**config.mk**
```make
export PLATFORM = sky130hd
export DESIGN_NAME = addr_8_bit_flat
export DESIGN_NICKNAME = d
export VERILOG_FILES = /design/src/rtl/addr_pkg.sv /design/src/rtl/addr_8_bit_if.sv /design/src/rtl/full_adder.sv /design/src/rtl/addr_8_bit.sv /design/src/flat_wrapper.sv
export SDC_FILE = /design/constraint.sdc
export NUM_CORES = 1
export LEC_CHECK = 0
export ABC_AREA = 1
export CORE_MARGIN = 3
export CORE_UTILIZATION = 38
export CTS_CLUSTER_DIAMETER = 30
export DETAILED_ROUTE_END_ITERATION = 16
export PLACE_DENSITY = 0.86
export RECOVER_POWER = 100
export SLEW_MARGIN = 20
export SYNTH_ARGS = -nofsm -noshare
export SYNTH_HDL_FRONTEND = slang
export SYNTH_SLANG_ARGS = --single-unit
```
**constraint.sdc**
```tcl
create_clock -name clk -period 4.1 [get_ports clk]
set_input_delay 0.41 -clock clk [delete_from_list [all_inputs] [get_ports clk]]
set_output_delay 0.41 -clock clk [all_outputs]
set_load 0.01 [all_outputs]
```
**src/rtl/addr_pkg.sv**
```systemverilog
// Shared definitions for the registered ripple-carry adder: default width and the majority function.
package addr_pkg;

    localparam int unsigned ADDR_WIDTH_DEFAULT = 8;

    // Carry generation of a full adder cell.
    function automatic logic maj3(input logic a, input logic b, input logic c);
        return (a & b) | (a & c) | (b & c);
    endfunction

endpackage

```
**src/rtl/addr_8_bit_if.sv**
```systemverilog
// Operand/result bundle for addr_8_bit. The ovf signal exists only when ADDR_OVF_EN is defined.
interface addr_8_bit_if #(
    parameter int unsigned WIDTH = addr_pkg::ADDR_WIDTH_DEFAULT
);
    logic             in_valid;
    logic [WIDTH-1:0] a;
    logic [WIDTH-1:0] b;
    logic             ci;
    logic             out_valid;
    logic [WIDTH-1:0] s;
    logic             c6;
    logic             c7;
`ifdef ADDR_OVF_EN
    logic             ovf;
`endif

    modport master (
        output in_valid, a, b, ci,
`ifdef ADDR_OVF_EN
        input  ovf,
`endif
        input  out_valid, s, c6, c7
    );

    modport slave (
        input  in_valid, a, b, ci,
`ifdef ADDR_OVF_EN
        output ovf,
`endif
        output out_valid, s, c6, c7
    );
endinterface

```
**src/rtl/full_adder.sv**
```systemverilog
// Single-bit combinational full adder cell used to build the ripple chain.
module full_adder
    import addr_pkg::*;
(
    input  logic a_i,
    input  logic b_i,
    input  logic ci_i,
    output logic s_o,
    output logic co_o
);

    assign s_o  = a_i ^ b_i ^ ci_i;
    assign co_o = maj3(a_i, b_i, ci_i);

endmodule

```
**src/rtl/addr_8_bit.sv**
```systemverilog
// Registered ripple-carry adder, {c7,s} = a + b + ci with c6 tap, latency 1.
// Define ADDR_OVF_EN to add the registered signed-overflow output ovf = c6 ^ c7.
module addr_8_bit
    import addr_pkg::*;
#(
    parameter int unsigned WIDTH = ADDR_WIDTH_DEFAULT
) (
    input logic         clk,
    input logic         rst,
    addr_8_bit_if.slave bus
);

    // chain[i] is the carry into bit i; chain[i+1] is the carry out of bit i.
    localparam int unsigned C6_IDX = WIDTH - 1;
    localparam int unsigned C7_IDX = WIDTH;

    logic [WIDTH:0]   chain;
    logic [WIDTH-1:0] sum_c;

    assign chain[0] = bus.ci;

    for (genvar i = 0; i < WIDTH; i++) begin : g_cell
        full_adder u_fa (
            .a_i  (bus.a[i]),
            .b_i  (bus.b[i]),
            .ci_i (chain[i]),
            .s_o  (sum_c[i]),
            .co_o (chain[i+1])
        );
    end

    logic [WIDTH-1:0] s_q, s_d;
    logic             c6_q, c6_d;
    logic             c7_q, c7_d;
    logic             out_valid_q, out_valid_d;

    // Capture only on in_valid so idle-cycle operands (possibly X) never reach the outputs.
    always_comb begin
        s_d         = s_q;
        c6_d        = c6_q;
        c7_d        = c7_q;
        out_valid_d = 1'b0;
        if (bus.in_valid) begin
            s_d         = sum_c;
            c6_d        = chain[C6_IDX];
            c7_d        = chain[C7_IDX];
            out_valid_d = 1'b1;
        end
    end

    always_ff @(posedge clk) begin
        if (rst) begin
            s_q         <= '0;
            c6_q        <= 1'b0;
            c7_q        <= 1'b0;
            out_valid_q <= 1'b0;
        end else begin
            s_q         <= s_d;
            c6_q        <= c6_d;
            c7_q        <= c7_d;
            out_valid_q <= out_valid_d;
        end
    end

    assign bus.s         = s_q;
    assign bus.c6        = c6_q;
    assign bus.c7        = c7_q;
    assign bus.out_valid = out_valid_q;

`ifdef ADDR_OVF_EN
    logic ovf_q, ovf_d;

    always_comb begin
        ovf_d = ovf_q;
        if (bus.in_valid) begin
            ovf_d = chain[C6_IDX] ^ chain[C7_IDX];
        end
    end

    always_ff @(posedge clk) begin
        if (rst) begin
            ovf_q <= 1'b0;
        end else begin
            ovf_q <= ovf_d;
        end
    end

    assign bus.ovf = ovf_q;
`endif

endmodule

```
**src/flat_wrapper.sv**
```systemverilog
// flat-port wrapper written by rule: the top's interface ports become plain ports
module addr_8_bit_flat import addr_pkg::*;
#(
    parameter int unsigned WIDTH = ADDR_WIDTH_DEFAULT
)
  (clk, rst, bus_in_valid, bus_a, bus_b, bus_ci, bus_out_valid, bus_s, bus_c6, bus_c7);
  addr_8_bit_if #(.WIDTH(WIDTH)) bus_i ();
  input logic clk;
  input logic rst;
  input wire logic [$bits(bus_i.in_valid)-1:0] bus_in_valid;
  input wire logic [$bits(bus_i.a)-1:0] bus_a;
  input wire logic [$bits(bus_i.b)-1:0] bus_b;
  input wire logic [$bits(bus_i.ci)-1:0] bus_ci;
  output wire logic [$bits(bus_i.out_valid)-1:0] bus_out_valid;
  output wire logic [$bits(bus_i.s)-1:0] bus_s;
  output wire logic [$bits(bus_i.c6)-1:0] bus_c6;
  output wire logic [$bits(bus_i.c7)-1:0] bus_c7;
  assign bus_i.in_valid = bus_in_valid;
  assign bus_i.a = bus_a;
  assign bus_i.b = bus_b;
  assign bus_i.ci = bus_ci;
  assign bus_out_valid = bus_i.out_valid;
  assign bus_s = bus_i.s;
  assign bus_c6 = bus_i.c6;
  assign bus_c7 = bus_i.c7;
  addr_8_bit #(.WIDTH(WIDTH)) u_core (.clk(clk), .rst(rst), .bus(bus_i));
endmodule
```
==> summary.txt <==
CTS
  • CTS resizes: 0
  • H-Tree Depth: 1
  • Root Buffer: clkbuf_4
  • Post-CTS Repair Setup Buffers: 0
  • Later-pin clock latency in the skew report: 270 ps
  • Hold Buf Count CTS: 0
  • Clock sinks: 11
  • Deepest clock path buffer count: 2
  • Reg clk slew, reported paths: ~70 ps
  • CTS tree: yes
  • Cts bufs inserted: 3

Logic synthesis
  • Synth async-reset ratio: 0%
  • Leading area contributor after synthesis: dfxtp_1
  • Synth Area in Simple Gates: 25.4%
  • Post-synth EDFFs: 0
  • Synth warn: 0
  • Post-Syn Instances: 77
  • Post-synth top flop: dfxtp_1
  • Mux contribution to synthesized area: 0%
  • Syn_area_per_cell: about 8 sq um
  • Post-synthesis adder-cell area fraction: between 20% and 30%
  • Area contributors post-synth: dfxtp_1 36%, fa_1 26%, nand2_1 12%, nor2_1 12%, inv_1 8.5%
  • Post-Synth XOR/XNOR Area: 0%
  • Seq cells post-synth: 11
  • Synth cell types: 8
  • Post-synth net total: about 110
  • Largest family of logic cells by synthesized area: adder cells
  • Synth Area in Compound Gates: 0%
  • Post-synth top area share: a little over a third
  • Post-synthesis cell area: 616 sq um
  • Synth cell count leaders: 20 x nand2_1, 20 x nor2_1, 14 x inv_1
  • Register area share after synthesis: a little over a third

Layout
  • Final #Nets: around 140
  • Area of the multi-input gates: around 320 sq um
  • Share of layout cells above drive strength 1: 3.67%
  • Area growth from synthesis to layout: 52.4%
  • Register area: 220 sq um
  • Final Non-Filler Cells: around 120
  • Ant. Diodes: 0
  • Filler cell count: 121
  • Design Area, Final: 938 sq um

Drt
  • Drt wl/cell: 9.87 um
  • Post-route ant nets: 0
  • Overall routed net length: roughly 1200 um
  • Vias: roughly 530
  • Met2 wire len: 664 um
  • Met3 routed WL: 96 um
  • Top Metal Used: met3
  • Initial DRT Pass Iterations: 4
  • Vias per cell: 4.26
  • DRC: 0
  • Initial drt markers: 8
  • M1 wire length: 462 um

Floorplan
  • DIE AREA: 0.00214 sq mm
  • Core ar.: 0.00142 sq mm
  • I/O pins: 31
  • Die height: approximately 46 um
  • Initial core utilization: 43.5%
  • Row count: 13
  • Die X: 46.3 um

Worst setup path
  • CP Cell Sequence: clkdlybuf4s50_1, inv_1, fa_1, inv_1, fa_1, fa_1, fa_1, fa_1, fa_1, fa_1, inv_1, fa_1, nand2_1, nand2_1, nor2_1
  • Crit Path Class: input pin to register
  • Critical Path RT: 4310 ps
  • Crit path max fanout: 2
  • Critical path's slowest cell: fa_1
  • Startpoint Class: input pin
  • Critical path buffer and inverter count: 4
  • Largest delay contributor family on the critical path: adder cells
  • Critical Path End Type: register
  • Max incr delay on CP: 410 ps
  • Crit-path most repeated cell: fa_1
  • Worst EP arrival: 4140 ps

Placed design
  • DP Area: 912 sq um
  • RePlAce Congestion: 0.699
  • Place WS: -116 ps
  • Port Buffers: 30
  • Post-DP HPWL: 1030 um
  • Inst Count DP: 120

Global route
  • Initial antenna violation count: 0
  • Vias in the first global route: 492
  • First-pass GRT wire length: 2060 um
  • GRT Util Overall: 14.1%
  • Global route overflow: 0
  • Largest net degree at the start of global routing: 22

STA
  • Maximum clock rate: 255 MHz
  • Setup Viol. Count Final: 0
  • RSZ-0062 raised after global routing: false
  • Final period utilization: 95.8%
  • Final Max Slew Viols: 0
  • Hold Vio Cnt, Final: 0
  • Slew @ Worst Pin: roughly 690 ps
  • Final worst slack: 174 ps
  • Max-slew headroom: 54.0%
  • Clock skew: 0 ps
  • Minimum clock period: 3930 ps

Worst hold path
  • Tightest Hold Check Type: register to register

Pwr
  • Leak: 0.473 nW
  • IR drop worst, VDD: 0.171 mV
  • P per Cell Area: 297 mW/mm^2

Outcome
  • Status: complete, no violations

Run
  • Maxcap violations: 0
==> per-layer routing <==
metal / up-vias / global-route usage, %
met5: - / 0
met4: 0 / 1.70
met3: 0 / 8.98
met2: 19 / 24.5
met1: 229 / 14.6
li1: 280 / -
==> worst reg2reg max path: stages, from the launching register on <==
cell and delay (ps):
dfxtp_1 310, nor2_1 90, nor2_1 60
==> report_power, final <==
| part | leakage (nW) | internal, mW | total (mW) | switching [mW] |
|---|---|---|---|---|
| clock | 0.0150 | 0.0377 | 0.0742 | 0.0366 |
| sequential | 0.0915 | 0.117 | 0.121 | 0.00454 |
| combinational | 0.367 | 0.0455 | 0.0831 | 0.0375 |
==> stage by stage <==
| stage | hold slack, ps | setup TNS [ps] | utilization (%) | power [mW] |
|---|---|---|---|---|
| 3_5_place_dp | 462 | -116 | 64.5 | 0.212 |
| 5_1_grt | 489 | 0 | 66.3 | 0.299 |
| 4_1_cts | 473 | 0 | 66.3 | 0.288 |
| 2_1_floorplan | 481 | 0 | - | 0.166 |
| 6_report | 466 | 0 | 66.3 | 0.278 |
| 3_3_place_gp | 458 | -19.3 | 64.5 | 0.208 |
==> layout make-up <==
type | count | area share (%)
timing repair buffer | 30 | 32.0
sequential | 11 | 23.5
multi-input combinational | 49 | 33.7
clock buffer | 4 | 2.80
tap | 15 | 2.00
inverter | 15 | 6.00
==> state kept, by name, summed over array words and instances, names as in the netlist <==
register	count
u_core.bus.c6	1
u_core.bus.s	8
u_core.bus.c7	1
u_core.bus.out_valid	1
==> worst paths after layout <==
check,from,endpoint,slack [ps],cells past startpoint
worst max-delay path,bus_b[0],u_core.bus.s[7],170,15
worst max register to register,u_core.bus.s[4],u_core.bus.s[4],3530,2
worst min-delay path,u_core.bus.c6,u_core.bus.c6,470,2
worst min register to register,u_core.bus.c6,u_core.bus.c6,470,2
==> layout by cell type, fill, tap and decap left out, drive strengths merged <==
cell type,count
clkdlybuf4s50,18
dfxtp,11
clkinv,1
inv,14
fa,8
dlygate4sd3,12
nor2,21
nand2,20
clkbuf,4
==> logic make-up after synthesis <==
family	Yosys count
buffers and inverters	17
flip-flops	11
adder cells (fa/ha/maj)	8
AND/OR/NAND/NOR	41
Note: power is estimated with default switching activity, not from simulation.
